## src/rtl/alu_pkg.sv

```systemverilog
// Purpose: shared types for the ALU control / multiply-divide block.
// Latency: n/a (types and constants only).
// Backpressure: n/a.
// Contents: alu_ctrl_t ALU op codes, alu_option and funct codes, MDU state and op
// enums, and the packed decode record. The MDU_DIV_EN macro is consumed by the RTL files.
package alu_pkg;

    typedef enum logic [3:0] {
        ALU_AND  = 4'b0000,
        ALU_OR   = 4'b0001,
        ALU_ADD  = 4'b0010,
        ALU_XOR  = 4'b0011,
        ALU_NOR  = 4'b0100,
        ALU_SUB  = 4'b0110,
        ALU_SLT  = 4'b0111,
        ALU_SLTU = 4'b1000,
        ALU_NOP  = 4'b1111
    } alu_ctrl_t;

    localparam logic [1:0] OPT_ADD   = 2'b00;
    localparam logic [1:0] OPT_SUB   = 2'b01;
    localparam logic [1:0] OPT_RTYPE = 2'b10;
    localparam logic [1:0] OPT_OR    = 2'b11;

    localparam logic [5:0] F_ADD   = 6'b100000;
    localparam logic [5:0] F_ADDU  = 6'b100001;
    localparam logic [5:0] F_SUB   = 6'b100010;
    localparam logic [5:0] F_SUBU  = 6'b100011;
    localparam logic [5:0] F_AND   = 6'b100100;
    localparam logic [5:0] F_OR    = 6'b100101;
    localparam logic [5:0] F_XOR   = 6'b100110;
    localparam logic [5:0] F_NOR   = 6'b100111;
    localparam logic [5:0] F_SLT   = 6'b101010;
    localparam logic [5:0] F_SLTU  = 6'b101011;
    localparam logic [5:0] F_MFHI  = 6'b010000;
    localparam logic [5:0] F_MFLO  = 6'b010010;
    localparam logic [5:0] F_MULT  = 6'b011000;
    localparam logic [5:0] F_MULTU = 6'b011001;
    localparam logic [5:0] F_DIV   = 6'b011010;
    localparam logic [5:0] F_DIVU  = 6'b011011;

    typedef enum logic [1:0] {ST_IDLE, ST_MUL, ST_DIV, ST_FIX} mdu_state_t;
    typedef enum logic [1:0] {OP_MULT, OP_MULTU, OP_DIV, OP_DIVU} mdu_op_t;

    // One decoded instruction: ALU op plus MDU side-band flags.
    typedef struct packed {
        alu_ctrl_t ctrl;
        logic      undef;   // funct not recognised
        logic      mdu;     // any MDU funct (can be stalled by busy)
        logic      mf;      // mfhi or mflo
        logic      mf_hi;   // mfhi (else mflo)
        logic      start;   // mult/multu/div/divu
        mdu_op_t   op;
    } dec_t;

endpackage

```

## src/rtl/mdu_seq.sv

```systemverilog
// Purpose: iterative radix-2 multiply / restoring divide sequencer owning HI and LO.
// Latency: start in cycle 0, busy cycles 1..WIDTH+1, HI/LO updated for cycle WIDTH+2.
// Backpressure: start is ignored while busy; the caller must hold and re-present it.
// Ports: clk, reset (sync, active-high), start/op/src_a/src_b issue, busy, hi, lo.
// Config: MDU_DIV_EN adds the DIV state and divide datapath; otherwise only mult/multu run.
module mdu_seq
    import alu_pkg::*;
#(
    parameter int WIDTH = 32
) (
    input  logic             clk,
    input  logic             reset,
    input  logic             start,
    input  mdu_op_t          op,
    input  logic [WIDTH-1:0] src_a,
    input  logic [WIDTH-1:0] src_b,
    output logic             busy,
    output logic [WIDTH-1:0] hi,
    output logic [WIDTH-1:0] lo
);
    localparam int            CW   = $clog2(WIDTH);
    localparam logic [CW-1:0] LAST = CW'(WIDTH - 1);

    mdu_state_t       state;
    logic [CW-1:0]    cnt;
    logic [WIDTH-1:0] acc_hi;    // product high half / partial remainder
    logic [WIDTH-1:0] acc_lo;    // multiplier shifting out / quotient shifting in
    logic [WIDTH-1:0] opnd;      // |multiplicand| or |divisor|
    logic             neg_lo;    // negate product (mult) or quotient (div) in FIX

    logic               a_neg, b_neg;
    logic [WIDTH-1:0]   mag_a, mag_b;
    logic [WIDTH:0]     mul_sum;
    logic [2*WIDTH-1:0] prod_fix;
    logic [WIDTH-1:0]   fix_hi, fix_lo;

`ifdef MDU_DIV_EN
    logic           neg_hi;      // remainder takes the dividend's sign
    logic           fix_div;     // FIX applies divide correction rather than product
    logic [WIDTH:0] div_sh, div_diff;
    logic           div_ge;
`endif

    always_comb begin
        a_neg    = ((op == OP_MULT) || (op == OP_DIV)) && src_a[WIDTH-1];
        b_neg    = ((op == OP_MULT) || (op == OP_DIV)) && src_b[WIDTH-1];
        mag_a    = a_neg ? -src_a : src_a;
        mag_b    = b_neg ? -src_b : src_b;
        // Add multiplicand into the high half when the current multiplier bit is set;
        // the carry bit is shifted back in on the right shift.
        mul_sum  = {1'b0, acc_hi} + (acc_lo[0] ? {1'b0, opnd} : {(WIDTH+1){1'b0}});
        prod_fix = neg_lo ? -{acc_hi, acc_lo} : {acc_hi, acc_lo};
        fix_hi   = prod_fix[2*WIDTH-1:WIDTH];
        fix_lo   = prod_fix[WIDTH-1:0];
`ifdef MDU_DIV_EN
        div_sh   = {acc_hi, acc_lo[WIDTH-1]};
        div_diff = div_sh - {1'b0, opnd};
        div_ge   = (div_sh >= {1'b0, opnd});
        if (fix_div) begin
            fix_hi = neg_hi ? -acc_hi : acc_hi;
            fix_lo = neg_lo ? -acc_lo : acc_lo;
        end
`endif
    end

    assign busy = (state != ST_IDLE);

    always_ff @(posedge clk) begin
        if (reset) begin
            state  <= ST_IDLE;
            cnt    <= '0;
            acc_hi <= '0;
            acc_lo <= '0;
            opnd   <= '0;
            neg_lo <= 1'b0;
            hi     <= '0;
            lo     <= '0;
`ifdef MDU_DIV_EN
            neg_hi  <= 1'b0;
            fix_div <= 1'b0;
`endif
        end else begin
            case (state)
                ST_IDLE: begin
                    if (start) begin
                        acc_hi <= '0;
                        cnt    <= '0;
                        case (op)
                            OP_MULT, OP_MULTU: begin
                                acc_lo <= mag_b;
                                opnd   <= mag_a;
                                neg_lo <= a_neg ^ b_neg;
                                state  <= ST_MUL;
`ifdef MDU_DIV_EN
                                fix_div <= 1'b0;
`endif
                            end
`ifdef MDU_DIV_EN
                            OP_DIV, OP_DIVU: begin
                                acc_lo  <= mag_a;
                                opnd    <= mag_b;
                                // Divide by zero: quotient stays all ones, and the
                                // remainder ends as |a| which the sign fix turns into a.
                                neg_lo  <= (a_neg ^ b_neg) && (src_b != '0);
                                neg_hi  <= a_neg;
                                fix_div <= 1'b1;
                                state   <= ST_DIV;
                            end
`endif
                            default: state <= ST_IDLE;
                        endcase
                    end
                end
                ST_MUL: begin
                    acc_hi <= mul_sum[WIDTH:1];
                    acc_lo <= {mul_sum[0], acc_lo[WIDTH-1:1]};
                    if (cnt == LAST) begin
                        cnt   <= '0;
                        state <= ST_FIX;
                    end else begin
                        cnt <= cnt + 1'b1;
                    end
                end
`ifdef MDU_DIV_EN
                ST_DIV: begin
                    acc_hi <= div_ge ? div_diff[WIDTH-1:0] : div_sh[WIDTH-1:0];
                    acc_lo <= {acc_lo[WIDTH-2:0], div_ge};
                    if (cnt == LAST) begin
                        cnt   <= '0;
                        state <= ST_FIX;
                    end else begin
                        cnt <= cnt + 1'b1;
                    end
                end
`endif
                ST_FIX: begin
                    hi    <= fix_hi;
                    lo    <= fix_lo;
                    state <= ST_IDLE;
                end
                default: state <= ST_IDLE;
            endcase
        end
    end

endmodule

```

## src/rtl/alu_muldiv_ctrl.sv

```systemverilog
// Purpose: ALU op decode from alu_option/funct, plus MDU issue, stall and HI/LO read mux.
// Latency: decode and mfhi/mflo read are combinational; MDU results land WIDTH+2 cycles after issue.
// Backpressure: stall is raised for any MDU funct while busy; the stalled start is dropped, not queued.
// Ports: clk, reset (sync, active-high), valid_in, alu_option, funct, src_a, src_b in;
//        alu_control, mdu_sel, mdu_result, busy, stall, illegal out.
// Config: MDU_DIV_EN enables div/divu; without it they decode as undefined functs.
module alu_muldiv_ctrl
    import alu_pkg::*;
#(
    parameter int WIDTH  = 32,
    parameter int CTRL_W = 4
) (
    input  logic              clk,
    input  logic              reset,
    input  logic              valid_in,
    input  logic [1:0]        alu_option,
    input  logic [5:0]        funct,
    input  logic [WIDTH-1:0]  src_a,
    input  logic [WIDTH-1:0]  src_b,
    output logic [CTRL_W-1:0] alu_control,
    output logic              mdu_sel,
    output logic [WIDTH-1:0]  mdu_result,
    output logic              busy,
    output logic              stall,
    output logic              illegal
);
    dec_t             dec;
    logic             start;
    logic [WIDTH-1:0] hi, lo;

    always_comb begin
        dec      = '0;
        dec.ctrl = ALU_NOP;
        dec.op   = OP_MULT;
        case (alu_option)
            OPT_ADD: dec.ctrl = ALU_ADD;
            OPT_SUB: dec.ctrl = ALU_SUB;
            OPT_OR:  dec.ctrl = ALU_OR;
            default: begin
                case (funct)
                    F_ADD, F_ADDU: dec.ctrl = ALU_ADD;
                    F_SUB, F_SUBU: dec.ctrl = ALU_SUB;
                    F_AND:         dec.ctrl = ALU_AND;
                    F_OR:          dec.ctrl = ALU_OR;
                    F_XOR:         dec.ctrl = ALU_XOR;
                    F_NOR:         dec.ctrl = ALU_NOR;
                    F_SLT:         dec.ctrl = ALU_SLT;
                    F_SLTU:        dec.ctrl = ALU_SLTU;
                    F_MFHI: begin
                        dec.mdu   = 1'b1;
                        dec.mf    = 1'b1;
                        dec.mf_hi = 1'b1;
                    end
                    F_MFLO: begin
                        dec.mdu = 1'b1;
                        dec.mf  = 1'b1;
                    end
                    F_MULT: begin
                        dec.mdu   = 1'b1;
                        dec.start = 1'b1;
                        dec.op    = OP_MULT;
                    end
                    F_MULTU: begin
                        dec.mdu   = 1'b1;
                        dec.start = 1'b1;
                        dec.op    = OP_MULTU;
                    end
`ifdef MDU_DIV_EN
                    F_DIV: begin
                        dec.mdu   = 1'b1;
                        dec.start = 1'b1;
                        dec.op    = OP_DIV;
                    end
                    F_DIVU: begin
                        dec.mdu   = 1'b1;
                        dec.start = 1'b1;
                        dec.op    = OP_DIVU;
                    end
`endif
                    default: dec.undef = 1'b1;
                endcase
            end
        endcase
    end

    assign alu_control = CTRL_W'(dec.ctrl);
    assign illegal     = valid_in & dec.undef;
    assign stall       = valid_in & busy & dec.mdu;
    assign start       = valid_in & dec.start & ~busy;
    assign mdu_sel     = valid_in & dec.mf;
    assign mdu_result  = mdu_sel ? (dec.mf_hi ? hi : lo) : '0;

    mdu_seq #(.WIDTH(WIDTH)) u_mdu_seq (
        .clk   (clk),
        .reset (reset),
        .start (start),
        .op    (dec.op),
        .src_a (src_a),
        .src_b (src_b),
        .busy  (busy),
        .hi    (hi),
        .lo    (lo)
    );

endmodule

```

## config.mk

```make
export PLATFORM = sky130hd
export DESIGN_NAME = alu_muldiv_ctrl
export DESIGN_NICKNAME = d
export VERILOG_FILES = /design/src/rtl/alu_pkg.sv /design/src/rtl/mdu_seq.sv /design/src/rtl/alu_muldiv_ctrl.sv
export SDC_FILE = /design/constraint.sdc
export NUM_CORES = 1
export LEC_CHECK = 0
export ABC_AREA = 1
export CORE_ASPECT_RATIO = 0.7
export CORE_MARGIN = 4
export CORE_UTILIZATION = 44
export DETAILED_ROUTE_END_ITERATION = 8
export MAX_ROUTING_LAYER = met4
export SYNTH_ARGS = -nofsm -noshare
export SYNTH_HDL_FRONTEND = slang
export SYNTH_HIERARCHICAL = 1
export SYNTH_SLANG_ARGS = --single-unit
```

## constraint.sdc

```tcl
create_clock -name clk -period 5.3 [get_ports clk]
set_clock_uncertainty 0.1 [all_clocks]
set_input_delay 1.06 -clock clk [delete_from_list [all_inputs] [get_ports clk]]
set_output_delay 1.06 -clock clk [all_outputs]
set_load 0.005 [all_outputs]
```

==> results.md <==
* Fmax achieved at 224 MHz
* Clock Path Buffers at 2
* Setup TNS at 0 ps
* CP startpoint: alu_option[0]
* Slew margin rel. at 46.3%
* # DRC at 0
* Final setup fails at 0
* WP depth at 7
* Nets at 2583
* Crit path buffers/inverters at 2
* CP Launch Type: input pin
* CTS sink count at 168
* Drt pass-1 iters at 5
* HP Start: u_mdu_seq/acc_lo[17]$_SDFFE_PP0P_
* Largest net degree at the start of global routing at 98
* Die Y at 156 um
* Gate Count Post-Synth at 2405
* Crit path DAT at 3300 ps
* CTS resizes at 0
* Total Power at 2880 uW
* Vias in the first global route at 13309
* Dpl cells at 2863
* Sequential-to-total area share from yosys stat at 24.6%
* Per-cell routed wire length at 16.8 um
* Main area contributors after synthesis: dfxtp_1 (25%), nand2_1 (18%), nor2_1 (11%)
* Clk pin slew, worst setup/hold paths at 60 ps
* Synth area leader: dfxtp_1
* Number of CTS-inserted buffers at 17
* R2R setup slack at 2550 ps
* Reg2Reg Depth at 10
* Setup crit end kind: output port
* Ys Warns at 6
* First-pass GRT wire length at 75300 um
* Design Area, Final at 15700 um2
* Pwr per Cell Area at 183 nW/um2
* Iter 0 DRT Violations at 1755
* Number of synthesized flops with an enable pin at 0
* Peak VDD IR at 0.000217 V
* Synth async-reset ratio at 0%
* Row count at 53
* Synthesized Nets at 2518
* Synth top area share at 24.6%
* Placer Congestion at 0.961
* Initial antenna violation count at 0
* Final Cycle Share at 84.1%
* Synthesized cell area at 13700 um2
* Worst slew pin tran at 804 ps
* Initial core utilization at 45.2%
* Final Max Slew Viols at 0
* Fin cells at 2894
* Peak per-stage delay on the critical path at 540 ps
* FF+latch count, synth at 168
* DP Area at 15100 um2
* Buffers added on ports at 114
* Die W at 219 um
* Clock Latency Late Sink at 440 ps
* CTS tree: done
* P_leak at 0.00805 uW
* RSZ-0062 raised after global routing: false
* Core Region at 30300 um2
* Worst-path fanout max at 33
* Final critical-path required period at 4460 ps
* Share of cells above drive strength 1 at 4.71%
* Delay-heaviest family, CP: buffers and inverters
* Detail Route Antenna Nets at 0
* Drt via density at 5.25
* P&R area growth vs syn at 14.8%
* RR Startpoint: u_mdu_seq/state[0]$_SDFFE_PP0P_
* Grt total ovfl at 0
* Total wire length at 48500 um
* MaxCap Viol Count at 0
* CP cell instances: clkdlybuf4s50_1 > nor2_4 > nand2_1 > nor2_4 > o21ai_0 > nor2_1 > clkdlybuf4s50_1
* CP Class: input pin to output port
* Number of H-tree levels at 4
* Hold slack at 375 ps
* CP required at 4140 ps
* GRT Util Overall at 28.8%
* Status: finished clean
* Worst Hold Depth at 2
* Syn Area/Cell at 5.69 um2
* Final Hold Viols at 0
* Top Ports at 115
* Root Driver: clkbuf_16
* CTS Hold Bufs at 0
* HP Class: flop to flop
* Diode count at 0
* Post-synth cell types at 53
* Ys flop type: dfxtp_1
* Area of the die at 34000 um2
* Slowest CP cell: nor2_4
* Post-CTS Setup Bufs at 0
* Via count at 15196
* HPWL Detailed at 38100 um
synth_stat cells, drive strengths merged, types with 2 or more instances:
library cell  instances
a21oi               158
a31oi                 6
a32o                  2
and2                  5
buf                  43
clkbuf               44
dfxtp               168
ha                   37
inv                 336
nand2               685
nand3               151
nand3b               15
nand4                32
nor2                414
nor3                 21
nor3b                 3
nor4                  3
o211ai               19
o21ai               189
o21bai                3
o221ai                7
o31ai                 2
or2                   7
xnor2                14
xor2                 33
tightest hold or removal path, delay by kind of cell, from the launching register on:
family / cells / cell delay, ps
AOI/OAI and AO/OA: 1 / 60
DFF: 1 / 310
and+or+nand+nor: 1 / 60
where the power goes:
group          internal [uW]  switching [uW]  leakage [uW]
clock network            775             568      0.000308
logic                    107             165       0.00639
registers               1260            1.15       0.00135
total                   2140             734       0.00805
per-layer routing:
layer / GRT usage, % / share of wire (%)
met1: 46.1 / 53
met2: 37.8 / 38
met3: 5.31 / 8.4
met4: 3.85 / 0.64
met5: - / 0
area by class of cell:
type | instances | area [um2]
Clock buffer | 19 | 453
Clock inverter | 12 | 166
Fill cell | 3314 | 14600
Inverter | 337 | 1270
Multi-Input combinational cell | 1813 | 8650
Sequential cell | 168 | 3360
Tap cell | 412 | 515
Timing Repair Buffer | 133 | 1290
layout by cell type (no fill, tap or decap), types with 5 or more instances in the layout:
cell             count
nand3b_1            15
dfxtp_1            167
nand4_1             31
ha_1                37
inv_2                7
nor2_4              11
o21ai_1             44
nor2_1             392
o211ai_1            19
xnor2_1             14
or2_2                6
nand3_2              5
clkdlybuf4s50_1    113
a31oi_1              6
nand2_1            670
o221ai_1             7
o21ai_0            142
nand2_2             14
inv_1              328
a21oi_1            157
buf_4               19
xor2_1              33
nor3_1              20
nor2_2               9
clkbuf_16           17
nand3_1            144
and2_1               5
worst paths after layout:
kind	end
min reg2reg	u_mdu_seq/acc_lo[17]$_SDFFE_PP0P_
min	u_mdu_seq/acc_lo[17]$_SDFFE_PP0P_
max reg2reg	u_mdu_seq/opnd[16]$_SDFFE_PP0P_
max	mdu_result[0]
logic make-up after synthesis:
group | Yosys count | synth area share [%]
XOR/XNOR | 47 | 3.01
buffers and inverters | 424 | 12.3
other | 1 | 0.0274
AND/OR/NAND/NOR | 1337 | 41.3
AO/OA/AOI/OAI | 390 | 15.2
flip-flops | 168 | 24.6
adder cells (fa/ha/maj) | 38 | 3.53
metrics by stage:
stage                     worst slack, ps  utilization [%]
after floorplan                      2320                -
after global placement                887             49.8
after detailed placement              852             49.8
after CTS                             849             51.8
after global routing                  635             51.8
final                                 841             51.8
state kept, by name, summed over array words and instances (netlist names):
register          cells
u_mdu_seq/acc_hi     32
u_mdu_seq/acc_lo     32
u_mdu_seq/hi         32
u_mdu_seq/lo         32
u_mdu_seq/opnd       32
u_mdu_seq/cnt         5
u_mdu_seq/state       2
u_mdu_seq/neg_lo      1
Power figures use the tool's default switching activity.
